<file path="config.mk">
export PLATFORM = sky130hd
export DESIGN_NAME = pwm_bank
export DESIGN_NICKNAME = d
export VERILOG_FILES = /design/src/rtl/pwm_pkg.sv /design/src/rtl/pwm_channel.sv /design/src/rtl/pwm_bank.sv
export SDC_FILE = /design/constraint.sdc
export NUM_CORES = 1
export LEC_CHECK = 0
export BUFFER_PORTS_ARGS = -buffer_cell sky130_fd_sc_hd__buf_2
export CORE_AREA = 3 3 150 152
export DETAILED_ROUTE_END_ITERATION = 6
export DIE_AREA = 0 0 153 155
export GPL_ROUTABILITY_DRIVEN = 0
export PLACE_DENSITY_LB_ADDON = 0.3
export SYNTH_ARGS = -nofsm -noshare
export SYNTH_HDL_FRONTEND = slang
export SYNTH_HIERARCHICAL = 1
export SYNTH_SLANG_ARGS = --single-unit
</file>
<file path="constraint.sdc">
create_clock -name clock -period 3.2 [get_ports clock]
set_input_delay 0.16 -clock clock [delete_from_list [all_inputs] [get_ports clock]]
set_output_delay 0.16 -clock clock [all_outputs]
set_load 0.03 [all_outputs]
</file>
<file path="src/rtl/pwm_pkg.sv">
// Shared types for the PWM bank: per-channel settings payload and counter direction.
package pwm_pkg;

  localparam int unsigned PWM_CNT_W = 16;
  localparam int unsigned PWM_DIV_W = 8;

  typedef struct packed {
    logic [PWM_CNT_W-1:0] period;
    logic [PWM_CNT_W-1:0] duty;
    logic [PWM_DIV_W-1:0] div;
    logic                 invert;
    logic                 center;
  } pwm_cfg_t;

  localparam pwm_cfg_t PWM_CFG_RST = '0;

  typedef enum logic {
    DIR_UP   = 1'b0,
    DIR_DOWN = 1'b1
  } pwm_dir_e;

endpackage

</file>
<file path="src/rtl/pwm_channel.sv">
// One PWM channel: prescaler, period counter, shadow/active settings, registered output.
// Center-aligned counting is built only when PWM_CENTER_EN is defined.
module pwm_channel
  import pwm_pkg::*;
(
  input  logic     clock,
  input  logic     reset_n,
  input  logic     i_enable,
  input  logic     i_update,
  input  pwm_cfg_t i_cfg,
  output logic     o_pwm,
  output logic     o_tick,
  output logic     o_pending
);

  pwm_cfg_t             r_act;
  pwm_cfg_t             r_shd;
  logic                 r_pending;
  logic [PWM_DIV_W-1:0] r_pre;
  logic [PWM_CNT_W-1:0] r_cnt;
  logic                 r_pwm;
  logic                 r_tick;

  logic                 w_tick;
  logic                 w_last;
  logic                 w_wrap;
  logic                 w_apply;
  logic                 w_raw;
  logic [PWM_CNT_W-1:0] w_cnt_nxt;

  assign w_tick  = i_enable && (r_pre == r_act.div);
  assign w_last  = (r_act.period != '0) && (r_cnt == r_act.period - PWM_CNT_W'(1));
  assign w_raw   = (r_act.duty != '0) &&
                   ((r_act.duty >= r_act.period) || (r_cnt < r_act.duty));
  // Shadow settings land at a period boundary, or at once when nothing is running.
  assign w_apply = r_pending && (w_wrap || !i_enable || (r_act.period == '0));

`ifdef PWM_CENTER_EN
  pwm_dir_e r_dir;
  pwm_dir_e w_dir_nxt;
  logic     w_center;

  assign w_center = r_act.center && (r_act.period > PWM_CNT_W'(1));
`else
  logic w_unused_center;
  assign w_unused_center = r_act.center;
`endif

  // Next counter value; the wrap is the edge-mode rollover or the down->up turn at 0.
  always_comb begin
    w_cnt_nxt = r_cnt;
    w_wrap    = 1'b0;
`ifdef PWM_CENTER_EN
    w_dir_nxt = r_dir;
    if (w_tick && w_center) begin
      if ((r_dir == DIR_UP) && !w_last) begin
        w_cnt_nxt = r_cnt + PWM_CNT_W'(1);
      end else begin
        w_cnt_nxt = r_cnt - PWM_CNT_W'(1);
        w_wrap    = (r_cnt == PWM_CNT_W'(1));
        w_dir_nxt = w_wrap ? DIR_UP : DIR_DOWN;
      end
    end else
`endif
    if (w_tick && w_last) begin
      w_cnt_nxt = '0;
      w_wrap    = 1'b1;
    end else if (w_tick && (r_act.period != '0)) begin
      w_cnt_nxt = r_cnt + PWM_CNT_W'(1);
    end
  end

  always_ff @(posedge clock or negedge reset_n) begin
    if (!reset_n) begin
      r_act     <= PWM_CFG_RST;
      r_shd     <= PWM_CFG_RST;
      r_pending <= 1'b0;
      r_pre     <= '0;
      r_cnt     <= '0;
      r_pwm     <= 1'b0;
      r_tick    <= 1'b0;
    end else begin
      if (i_update) begin
        r_shd <= i_cfg;
      end
      if (w_apply) begin
        r_act <= r_shd;
      end
      // A capture coinciding with an apply stays pending for the following boundary.
      r_pending <= i_update || (r_pending && !w_apply);
      r_tick    <= w_wrap;
      r_pwm     <= i_enable ? (w_raw ^ r_act.invert) : r_act.invert;
      if (!i_enable) begin
        r_pre <= '0;
        r_cnt <= '0;
      end else begin
        r_pre <= (w_tick || w_apply) ? '0 : r_pre + PWM_DIV_W'(1);
        r_cnt <= w_cnt_nxt;
      end
    end
  end

`ifdef PWM_CENTER_EN
  always_ff @(posedge clock or negedge reset_n) begin
    if (!reset_n) begin
      r_dir <= DIR_UP;
    end else if (!i_enable || w_apply) begin
      r_dir <= DIR_UP;
    end else begin
      r_dir <= w_dir_nxt;
    end
  end
`endif

  assign o_pwm     = r_pwm;
  assign o_tick    = r_tick;
  assign o_pending = r_pending;

endmodule

</file>
<file path="src/rtl/pwm_bank.sv">
// Multi-channel PWM generator: slices the packed setting buses into one pwm_channel each.
// Optional center-aligned mode is compiled in with PWM_CENTER_EN.
module pwm_bank
  import pwm_pkg::*;
#(
  parameter int unsigned CHANNELS = 2,
  parameter int unsigned CNT_W    = PWM_CNT_W,
  parameter int unsigned DIV_W    = PWM_DIV_W
) (
  input  logic                      clock,
  input  logic                      reset_n,
  input  logic [CHANNELS-1:0]       enable,
  input  logic [CHANNELS-1:0]       update,
  input  logic [CHANNELS*CNT_W-1:0] period,
  input  logic [CHANNELS*CNT_W-1:0] duty,
  input  logic [CHANNELS*DIV_W-1:0] div,
  input  logic [CHANNELS-1:0]       invert,
  input  logic [CHANNELS-1:0]       center,
  output logic [CHANNELS-1:0]       pwm_out,
  output logic [CHANNELS-1:0]       period_tick,
  output logic [CHANNELS-1:0]       pending
);

  for (genvar g = 0; g < CHANNELS; g++) begin : g_ch
    pwm_cfg_t w_cfg;

    assign w_cfg = '{
      period: PWM_CNT_W'(period[g*CNT_W +: CNT_W]),
      duty:   PWM_CNT_W'(duty[g*CNT_W +: CNT_W]),
      div:    PWM_DIV_W'(div[g*DIV_W +: DIV_W]),
      invert: invert[g],
      center: center[g]
    };

    pwm_channel u_ch (
      .clock     (clock),
      .reset_n   (reset_n),
      .i_enable  (enable[g]),
      .i_update  (update[g]),
      .i_cfg     (w_cfg),
      .o_pwm     (pwm_out[g]),
      .o_tick    (period_tick[g]),
      .o_pending (pending[g])
    );
  end

endmodule

</file>
==> results.yml <==
synthesis:
  ys.flop_type: "dfrtp_1"
  avgSynthCellArea_sq_um: 11.6
  synth_seq_cells: 218
  async_reset_ff_share_pct: 100
  syn_nets: 1166
  ys_types: 54
  netlist_area_sq_um: 11700
  ys_seq_area_share_pct: 46.6
  yosysWarnings: 6
  syn_inst: 1006
  synth_edf_count: 0
setup_path:
  path_max_fanout: 11
  cpMaxStageDelayCell: "or4b_1"
  max_stage_delay_ns: 0.55
  crit_required_ns: 3.60
  r2r_cells: 9
  path_delay_family: "simple AND/OR/NAND/NOR gates"
  crit_type: "register to register"
  r2r-start: "g_ch[0].u_ch/r_act[32]"
  path_buf_inv: 1
  start_kind: "register"
  worstPathArrival_ns: 3.51
  rr_endpoint: "g_ch[0].u_ch/r_act[30]"
  crit_chain: "nor3_4 > nand3_2 > or4b_1 > o211a_1 > or3b_4 > o21ai_4 > buf_12 > a21oi_1 > o2bb2a_1"
  r2r_slack_ns: 0.1
  cp-end-kind: "register"
floorplanning:
  rows: 53
  core_area_sq_um: 21200
  ios: 96
  design.die.area_sq_um: 23700
  die_h_microns: 155
  die_w_microns: 153
  start_util_pct: 55.4
cts:
  clock_sinks: 218
  htreeDepth: 1
  cts_tree: "done"
  clockRootBuffer: "clkbuf_16"
  clk_latency_ns: 0.53
  clk_pin_slew_ns: 0.06
  cts_max_path_buffers: 3
  cts_made_buffers: 24
timing:
  whs_ns: 0.136
  tns_ns: 0
  min_period_ns: 3.10
  rsz0062_at_grt: "no"
  clock.fmax_ghz: 0.322
  hold_viol_final: 0
  maxSlewViolCount: 0
  period_share_pct: 96.9
  final-setup-viol-count: 0
  layout_setup_ws_ns: 0.0979
  tightest_slew_ns: 1.06
  max_slew_margin_pct: 29.5
  clock_skew_ns: 0.0189
status:
  outcome: "finished, final reports clean"
final_layout:
  nNetsFinal: 1367
  final_util_pct: 67.8
  drive_above_1_share_pct: 27.8
  diodes: 0
  fillers: 1538
  syn2layout_area_growth_pct: 22.5
pwr:
  p_leak_uw: 0.00664
  ir_worst_vdd_mv: 0.536
  pwr_density_cell_nw_per_um2: 560
grt:
  met3_usage_pct: 4.14
  grt_first_pass_wirelength_microns: 46200
  grt.overflow.total: 0
  met1_usage_pct: 33.3
  grtUsageTotal_pct: 23.7
  gr-usage-met2_pct: 39.3
  grt-busiest-layer: "met2"
  antenna_found_initial: 0
  grt_max_degree: 108
  grt_pass1_vias: 8968
hold_path:
  hold_path_end: "g_ch[0].u_ch/o_pwm"
  min_from: "enable[0]"
  holdPathStages: 3
  min_path_type: "input port to register"
place:
  dp_slack_ns: 0.0490
  place_hpwl_microns: 18800
  numPortBuffers: 93
drt:
  drt-wirelength-per-cell_microns: 18.7
  routed-via-count: 8478
  drtIter0Drc: 471
  dr.pass1.iters: 5
  drcViolationCount: 0
  wl_microns: 28000
  postRouteAntennaNets: 0
  vias_per_cell: 5.67
job:
  drv_cap: 0
-- metal layers --
layer / up-vias / share of wire, % / wire length (microns)
li1: 4000 / - / -
met1: 4222 / 46 / 13000
met2: 209 / 47 / 13100
met3: 47 / 5.1 / 1420
met4: 0 / 1.9 / 522
met5: - / 0 / 0
-- metrics by stage --
step	instances	instance area, sq um	total power (uW)
detailed placement	1371	12600	5050
CTS	1493	14300	8060
finish	1495	14300	8030
global route	1495	14300	8430
floorplan	1006	11700	4510
global placement	1371	12600	4980
-- logic make-up after synthesis --
logic type,Yosys count,synth area share (%)
muxes,150,14.4
buffers and inverters,100,3.87
adders and majority gates,70,7.48
and+or+nand+nor,230,11.3
DFF,218,46.6
AOI/OAI and AO/OA,138,8.82
xor gates and xnor gates,100,7.48
-- tightest hold or removal path, stage by stage --
cell	delay, ns
buf_2	0.17
o311ai_0	0.18
xnor2_1	0.10
-- state kept, by name (all words and copies together), names as in the netlist --
signal,count
g_ch.u_ch/r_cnt,32
g_ch.u_ch/r_act,82
g_ch.u_ch/o_tick,2
g_ch.u_ch/r_shd,82
g_ch.u_ch/o_pending,2
g_ch.u_ch/o_pwm,2
g_ch.u_ch/r_pre,16
-- worst max-delay path by stage --
stage / start / cells past startpoint / end / slack, ns
3_5_place_dp: g_ch[1].u_ch/r_act[26] / 11 / g_ch[1].u_ch/r_act[33] / 0.05
5_1_grt: g_ch[0].u_ch/r_pre[4] / 9 / g_ch[0].u_ch/r_act[30] / 0.02
3_3_place_gp: g_ch[1].u_ch/r_act[26] / 11 / g_ch[1].u_ch/r_act[28] / 0.09
2_1_floorplan: g_ch[0].u_ch/r_act[26] / 11 / g_ch[0].u_ch/r_act[40] / 0.38
4_1_cts: g_ch[1].u_ch/r_act[26] / 11 / g_ch[1].u_ch/r_act[33] / 0.03
6_report: g_ch[0].u_ch/r_act[32] / 9 / g_ch[0].u_ch/r_act[30] / 0.1
-- placed cells by master, fill, tap and decap left out, types with 23 or more instances in the layout --
master,count
buf_4,23
dfrtp_1,218
ha_1,69
nand4_1,30
nor2_1,52
nand2_1,26
inv_1,70
nor3_1,24
xnor2_1,38
xor2_1,62
clkbuf_16,24
buf_2,92
a21oi_1,34
dlygate4sd3_1,83
nand3_1,30
mux2_2,144
-- Yosys cell counts, drive strengths merged, types with 4 or more instances --
library cell / n / share of area [%]
a211oi: 4 / 0.26
a21o: 18 / 1.2
a21oi: 38 / 1.8
and3: 18 / 0.96
and4: 4 / 0.30
buf: 14 / 1.1
clkbuf: 16 / 0.51
dfrtp: 218 / 47
ha: 70 / 7.5
inv: 70 / 2.2
mux2: 146 / 14
mux2i: 4 / 0.34
nand2: 26 / 0.83
nand3: 32 / 1.5
nand4: 30 / 1.6
nor2: 54 / 1.8
nor3: 28 / 1.6
nor3b: 4 / 0.26
nor4: 18 / 1.2
nor4b: 4 / 0.56
o211ai: 4 / 0.26
o21a: 8 / 0.51
o21ai: 26 / 1.4
o2bb2a: 18 / 1.9
o31a: 4 / 0.30
xnor2: 38 / 2.8
xor2: 62 / 4.6
-- report_power, final --
part	switching (uW)	leakage [uW]	internal [uW]
Sequential	383	0.00267	3080
Combinational	817	0.00356	862
Clock	1100	0.000405	1790
Total	2300	0.00664	5730
-- area by class of cell --
class | instances | area [sq um] | area share, %
clock inverters | 7 | 160 | 1.12
flip-flops and latches | 218 | 5460 | 38.0
repair buffers | 205 | 1600 | 11.1
well taps | 275 | 344 | 2.40
inverters | 70 | 263 | 1.83
clock buffers | 32 | 671 | 4.68
multi-input cells | 688 | 5850 | 40.8
-- what timing repair did --
action,in CTS,in global routing
hold endpoints to repair,184,0
endpoints found under the setup margin,0,96
gates resized for setup,0,6
buffers inserted,0,2
hold buffers,83,0
Note: power is estimated with default switching activity, not from simulation.
